<file path="config.mk">
export PLATFORM = sky130hd
export DESIGN_NAME = aucohl_sdm_dac_flat
export DESIGN_NICKNAME = d
export VERILOG_FILES = /design/src/rtl/aucohl_sdm_dac_if.sv /design/src/rtl/aucohl_sdm_dac.sv /design/src/flat_wrapper.sv
export SDC_FILE = /design/constraint.sdc
export NUM_CORES = 1
export LEC_CHECK = 0
export ABC_AREA = 1
export CORE_MARGIN = 10
export CORE_UTILIZATION = 30
export CTS_CLUSTER_DIAMETER = 100
export CTS_CLUSTER_SIZE = 14
export DETAILED_ROUTE_END_ITERATION = 8
export PLACE_DENSITY = 0.51
export SKIP_LAST_GASP = 1
export SYNTH_ARGS = -nofsm -noshare
export SYNTH_HDL_FRONTEND = slang
export SYNTH_SLANG_ARGS = --single-unit
</file>
<file path="constraint.sdc">
create_clock -name clk -period 1.7 [get_ports clk]
set_input_delay 0.34 -clock clk [delete_from_list [all_inputs] [get_ports clk]]
set_output_delay 0.34 -clock clk [all_outputs]
set_load 0.005 [all_outputs]
</file>
<file path="src/rtl/aucohl_sdm_dac_if.sv">
`default_nettype none
// ============================================================================
// Module      : aucohl_sdm_dac_if
// Description : Sample stream port (data/valid/ready) feeding the delta-sigma
//               DAC buffer. master = sample producer, slave = DAC.
// Revision    : 1.0 - initial release
// ============================================================================
interface aucohl_sdm_dac_if #(
  parameter int SIZE = 8
) ();
  logic [SIZE-1:0] data_in;
  logic            valid;
  logic            ready;

  modport master (output data_in, output valid, input ready);
  modport slave  (input data_in, input valid, output ready);
endinterface
`default_nettype wire

</file>
<file path="src/rtl/aucohl_sdm_dac.sv">
`default_nettype none
// ============================================================================
// Module      : aucohl_sdm_dac
// Description : First-order 1-bit delta-sigma DAC. Samples arrive over a
//               valid/ready port into a 2^AW-deep FIFO and are consumed every
//               clk_div+1 modulator steps. Ones-density of dout = sample/2^SIZE.
//               Optional dither: define AUCOHL_SDM_DAC_DITHER_EN to add a
//               16-bit LFSR bit as carry-in to the accumulator.
// Revision    : 1.0 - initial release
// ============================================================================
module aucohl_sdm_dac #(
  parameter int SIZE = 8,
  parameter int AW   = 2,
  parameter int W    = 8
) (
  input  wire logic          clk,
  input  wire logic          rst_n,
  input  wire logic          en,
  input  wire logic          flush,
  input  wire logic [W-1:0]  clk_div,
  aucohl_sdm_dac_if.slave    bus,
  output logic               dout,
  output logic               underrun,
  output logic [AW:0]        level,
  output logic               busy
);

  localparam int          DEPTH   = 1 << AW;
  localparam logic [AW:0] DEPTH_L = (AW+1)'(DEPTH);

  typedef enum logic [0:0] {IDLE = 1'b0, RUN = 1'b1} state_t;

  state_t          state, state_nxt;
  logic [SIZE-1:0] mem [DEPTH];
  logic [AW-1:0]   wr_ptr, rd_ptr;
  logic [SIZE:0]   acc;
  logic [SIZE-1:0] cur;
  logic [W-1:0]    counter;
  logic [SIZE:0]   sum;
  logic            push, avail, pop, start, step, slot, cin;

  // flush outranks both push and pop; a sample pushed this cycle is not yet
  // counted in level, so it cannot be popped in the same cycle
  assign bus.ready = (level != DEPTH_L);
  assign push      = bus.valid & bus.ready & ~flush;
  assign avail     = (level != '0) & ~flush;
  assign slot      = (counter == '0);
  assign busy      = (state == RUN);

  // the carry out of the accumulator is the bitstream, so dout is a flop output
  assign dout = acc[SIZE];
  assign sum  = {1'b0, acc[SIZE-1:0]} + {1'b0, cur} + {{SIZE{1'b0}}, cin};

`ifdef AUCOHL_SDM_DAC_DITHER_EN
  logic [15:0] lfsr;
  logic        lfsr_fb;

  assign lfsr_fb = lfsr[0] ^ lfsr[2] ^ lfsr[3] ^ lfsr[5];
  assign cin     = lfsr[0];

  // dither source: advances only on modulator steps, holds otherwise
  always_ff @(posedge clk or negedge rst_n) begin
    if (!rst_n)    lfsr <= 16'hACE1;
    else if (step) lfsr <= {lfsr_fb, lfsr[15:1]};
  end
`else
  assign cin = 1'b0;
`endif

  // state register
  always_ff @(posedge clk or negedge rst_n) begin
    if (!rst_n) state <= IDLE;
    else        state <= state_nxt;
  end

  // next state and per-cycle control strobes
  always_comb begin
    state_nxt = state;
    pop       = 1'b0;
    start     = 1'b0;
    step      = 1'b0;
    case (state)
      IDLE: begin
        if (en && avail) begin
          pop       = 1'b1;
          start     = 1'b1;
          state_nxt = RUN;
        end
      end
      RUN: begin
        if (!en) begin
          state_nxt = IDLE;
        end else begin
          step = 1'b1;
          pop  = slot & avail;
        end
      end
      default: state_nxt = IDLE;
    endcase
  end

  // sample storage; contents need no reset since level gates every read
  always_ff @(posedge clk) begin
    if (push) mem[wr_ptr] <= bus.data_in;
  end

  // FIFO pointers and fill level
  always_ff @(posedge clk or negedge rst_n) begin
    if (!rst_n) begin
      wr_ptr <= '0;
      rd_ptr <= '0;
      level  <= '0;
    end else if (flush) begin
      wr_ptr <= '0;
      rd_ptr <= '0;
      level  <= '0;
    end else begin
      if (push) wr_ptr <= wr_ptr + 1'b1;
      if (pop)  rd_ptr <= rd_ptr + 1'b1;
      case ({push, pop})
        2'b10:   level <= level + 1'b1;
        2'b01:   level <= level - 1'b1;
        default: level <= level;
      endcase
    end
  end

  // modulator datapath: accumulator, current sample, slot counter, underrun
  always_ff @(posedge clk or negedge rst_n) begin
    if (!rst_n) begin
      acc      <= '0;
      cur      <= '0;
      counter  <= '0;
      underrun <= 1'b0;
    end else begin
      underrun <= step & slot & ~avail;
      if (pop) cur <= mem[rd_ptr];
      if (step) begin
        acc     <= sum;
        counter <= slot ? clk_div : counter - W'(1);
      end else begin
        acc <= '0;
        if (start) counter <= clk_div;
      end
    end
  end

endmodule
`default_nettype wire
</file>
<file path="src/flat_wrapper.sv">
// flat-port wrapper written by rule: the top's interface ports become plain ports
module aucohl_sdm_dac_flat 
#(
  parameter int SIZE = 8,
  parameter int AW   = 2,
  parameter int W    = 8
)
  (clk, rst_n, en, flush, clk_div, dout, underrun, level, busy, bus_data_in, bus_valid, bus_ready);
  aucohl_sdm_dac_if #(.SIZE(SIZE)) bus_i ();
  input  wire logic clk;
  input  wire logic rst_n;
  input  wire logic en;
  input  wire logic flush;
  input  wire logic [W-1:0] clk_div;
  output logic dout;
  output logic underrun;
  output logic [AW:0] level;
  output logic busy;
  input wire logic [$bits(bus_i.data_in)-1:0] bus_data_in;
  input wire logic [$bits(bus_i.valid)-1:0] bus_valid;
  output wire logic [$bits(bus_i.ready)-1:0] bus_ready;
  assign bus_i.data_in = bus_data_in;
  assign bus_i.valid = bus_valid;
  assign bus_ready = bus_i.ready;
  aucohl_sdm_dac #(.SIZE(SIZE), .AW(AW), .W(W)) u_core (.clk(clk), .rst_n(rst_n), .en(en), .flush(flush), .clk_div(clk_div), .bus(bus_i), .dout(dout), .underrun(underrun), .level(level), .busy(busy));
endmodule
</file>
==> key figures <==
Floorplanning
  – Die area: 15,200 um^2
  – Starting Density: 30.8%
  – Core area: 10,400 um^2
  – # rows: 37
  – Die height: 123 um
  – Ports: 28
  – Die width: 123 um

Clocking
  – CTS clk-pin slew, worst paths: 0.07 ns
  – CTS Sinks: 66
  – Longest Clk Path Bufs: 2
  – CTS tree: yes
  – CTS Root Cell: clkbuf_8
  – Cts hold-fix bufs: 0
  – Clock Latency Late Sink: 0.35 ns
  – H-tree Lvls: 3
  – TritonCTS Buffers: 9

Power
  – Sw Ratio: 37.2%
  – Gate power share: 41.2%
  – Cell Pwr Density: 1400 nW/um^2
  – Net Sw Power: 2140 uW
  – Peak VDD IR: 432 uV
  – Clock group share of total power: 20.2%
  – Cell internal pwr: 3630 uW
  – Static Leak: 0.00180 uW
  – Seq pwr share: 38.5%

Route
  – Pre-antenna DRT Iters: 4
  – DRT antenna net count: 0
  – Vias: 2,405
  – Wire length on met2: 3.34 mm
  – Per-cell routed wire length: 13.0 um
  – Detailed-routed wire length on met3: 206 um
  – DRT iter0 DRCs: 117
  – DRT Wirelength: 6.94 mm
  – Routed vias/inst: 4.50
  – # DRC: 0
  – WL met1: 3.26 mm
  – Top sig layer: met4

Run status
  – Status: complete, but fails checks
  – Failing checks: setup timing

STA
  – Worst slew pin tran: 0.495 ns
  – Fin. Hold Viols: 0
  – Hold slack: 0.361 ns
  – Max Clk Rate: 581 MHz
  – RSZ-0062 raised after global routing: true
  – Slew headroom: 66.9%
  – Worst clock skew: 0.0106 ns
  – Worst setup margin: -0.0226 ns
  – Post-route minimum period: 1.72 ns
  – Final setup fails: 1
  – Setup TNS: -0.0226 ns
  – Slew Limit Fails: 0
  – Final period utilization: 101%

Yosys
  – Synth Area in Compound Gates: 10.8%
  – Mean Syn Cell Area: 9.82 um^2
  – Seq/Total Area, Yosys: 56.7%
  – Post-Synthesis Cells: 325
  – Ranking of synthesized cells by area: edfxtp_1, dfrtp_1, nor2_1, ha_1, nand2_1
  – Syn Nets: 362
  – Yosys warns: 0
  – Xor/xnor share of the synthesized area: 1.10%
  – Adder-Cell Fraction of Synth Area: 6.74%
  – #FFs+latches synth: 66
  – Primary FF master, synth: dfrtp_1
  – Synth area leader: edfxtp_1
  – Ys async rst share: 51.5%
  – Number of synthesized flops with an enable pin: 32
  – Synthesized area: 3190 um^2
  – Synth cell types: 35
  – Largest family of logic cells by synthesized area: simple AND/OR/NAND/NOR gates
  – Post-Synth Simple-Gate Area: 18.7%
  – Top cell type's share of synthesized area: 30.1%
  – Mux contribution to synthesized area: 0%

Critical path
  – FF-to-FF End: u_core.level[2]
  – Req. time, crit path: 1.98 ns
  – Register-to-Register Setup Slack: -0.02 ns
  – Crit path launch: u_core.counter[0]
  – R2r startpoint: u_core.counter[0]
  – CP Launch Type: flop
  – Register-to-Register Path Depth: 12
  – Crit. End Element: flop
  – Crit path kind: reg2reg
  – Worst-path fanout max: 2
  – Arr. time, crit path: 2.00 ns

Placement
  – GP Congestion: 0.781
  – Post-DP HPWL: 4.95 mm
  – Post-placement cell count: 515
  – Pre-CTS setup slack: -0.329 ns
  – Number of buffers added on ports: 27

Final layout
  – # nets final: 431
  – Number of fillers in the final layout: 1,038
  – Ant diodes: 0
  – FF/Latch Area: 1810 um^2
  – Share of layout cells above drive strength 1: 20.6%
  – Synth-to-Final Area Change: 29.1%
  – Post-route insts no fill: 535
  – Multi-input logic area: 1260 um^2

Min path
  – Hold Crit Class: in2async

Flow run
  – Max cap viols: 0

Global routing
  – Largest net degree at the start of global routing: 35
  – GR Overflow Total: 0
  – Total GRT Usage: 10.1%
  – Initial antenna violation count: 0
  – Vias in the first global route: 2,476
  – First-pass GRT wire length: 12.0 mm
## worst max-delay path by stage
stage / depth (start not counted) / end
6_report: 12 / u_core.level[2]
3_5_place_dp: 12 / u_core.level[2]
3_3_place_gp: 12 / u_core.level[2]
2_1_floorplan: 12 / u_core.level[2]
4_1_cts: 12 / u_core.level[2]
5_1_grt: 12 / u_core.level[2]
## synthesized netlist by cell type (3+ instances only)
cell type,number
a31oi_1,8
nor2_1,55
nand3_1,18
nand4_1,5
dfrtp_1,34
inv_1,35
o211ai_1,3
o21ai_0,31
nand2_1,45
a21oi_1,9
buf_2,3
ha_1,14
edfxtp_1,32
xor2_1,4
## placed cells by master (no fill, tap or decap), drive strengths merged
| cell | n |
|---|---|
| nor2 | 59 |
| nand2 | 49 |
| buf | 37 |
| inv | 35 |
| o21ai | 35 |
| dfrtp | 34 |
| edfxtp | 32 |
| clkdlybuf4s50 | 24 |
| nand3 | 18 |
| ha | 14 |
| clkbuf | 10 |
| a21oi | 9 |
| a31oi | 8 |
| clkinv | 8 |
| nand4 | 5 |
| xor2 | 4 |
| o211ai | 3 |
| nor3 | 2 |
| dlymetal6s2s | 2 |
| and3 | 2 |
| fa | 2 |
| a21o | 1 |
| a31o | 1 |
| a211oi | 1 |
| o22ai | 1 |
| nor4 | 1 |
| o31ai | 1 |
| dlygate4sd2 | 1 |
## kinds of logic (layout without fill, tap and decap cells)
kind of cell | count (synthesis) | in the layout
compound gates | 60 | 60
xor+xnor | 4 | 4
fa+ha+maj | 16 | 16
buf+inv | 43 | 117
flops | 66 | 66
simple gates | 136 | 136
## worst max-delay path: stages (launching register included)
cell     delay [ns]
dfrtp_1        0.37
inv_2          0.06
ha_4           0.16
nand2_4        0.07
o21ai_4        0.07
nand3_2        0.07
inv_2          0.04
fa_2           0.36
xor2_2         0.18
inv_1          0.06
nand2_1        0.06
nand2_1        0.06
o21ai_2        0.10
## per-layer routing
metal  vias to the layer above  global-route usage, %
met5                         -                      0
met4                         0                   5.02
met3                         9                   2.51
met2                        32                   16.0
met1                      1130                   12.5
li1                       1234                      -
## metrics by stage
step	power, uW	utilization [%]	area [um^2]
after global placement	4480	37.4	3880
after global routing	6300	39.7	4120
after detailed placement	4510	37.4	3880
after floorplan	3650	-	3220
final	5770	39.7	4120
after CTS	5750	39.2	4070
## repair_timing
item / CTS / global route
endpoints found under the setup margin: 3 / 11
setup buffers: 1 / 3
pin swaps: 1 / 10
resized for setup: 4 / 10
endpoints found under the hold margin: 0 / 0
## registers in the layout (all words and copies together) (netlist names)
signal           count
u_core.mem          32
u_core.acc           9
u_core.counter       8
u_core.cur           8
u_core.level         3
u_core.rd_ptr        2
u_core.wr_ptr        2
u_core.busy          1
u_core.underrun      1
## area by class of cell
type / count / share of cell area (%)
repair buffers: 64 / 13.7
inverters: 37 / 3.49
clock inverters: 6 / 1.09
flip-flops and latches: 66 / 44.0
clock buffers: 10 / 3.10
multi-input cells: 216 / 30.5
well taps: 136 / 4.13
## power groups by stage
stage               clock (uW)  sequential, uW  combinational (uW)
floorplan                    0            2240                1410
global placement             0            2250                2240
detailed placement           0            2250                2260
CTS                       1210            2220                2310
global route              1290            2260                2750
finish                    1170            2220                2380
Power figures use the tool's default switching activity.
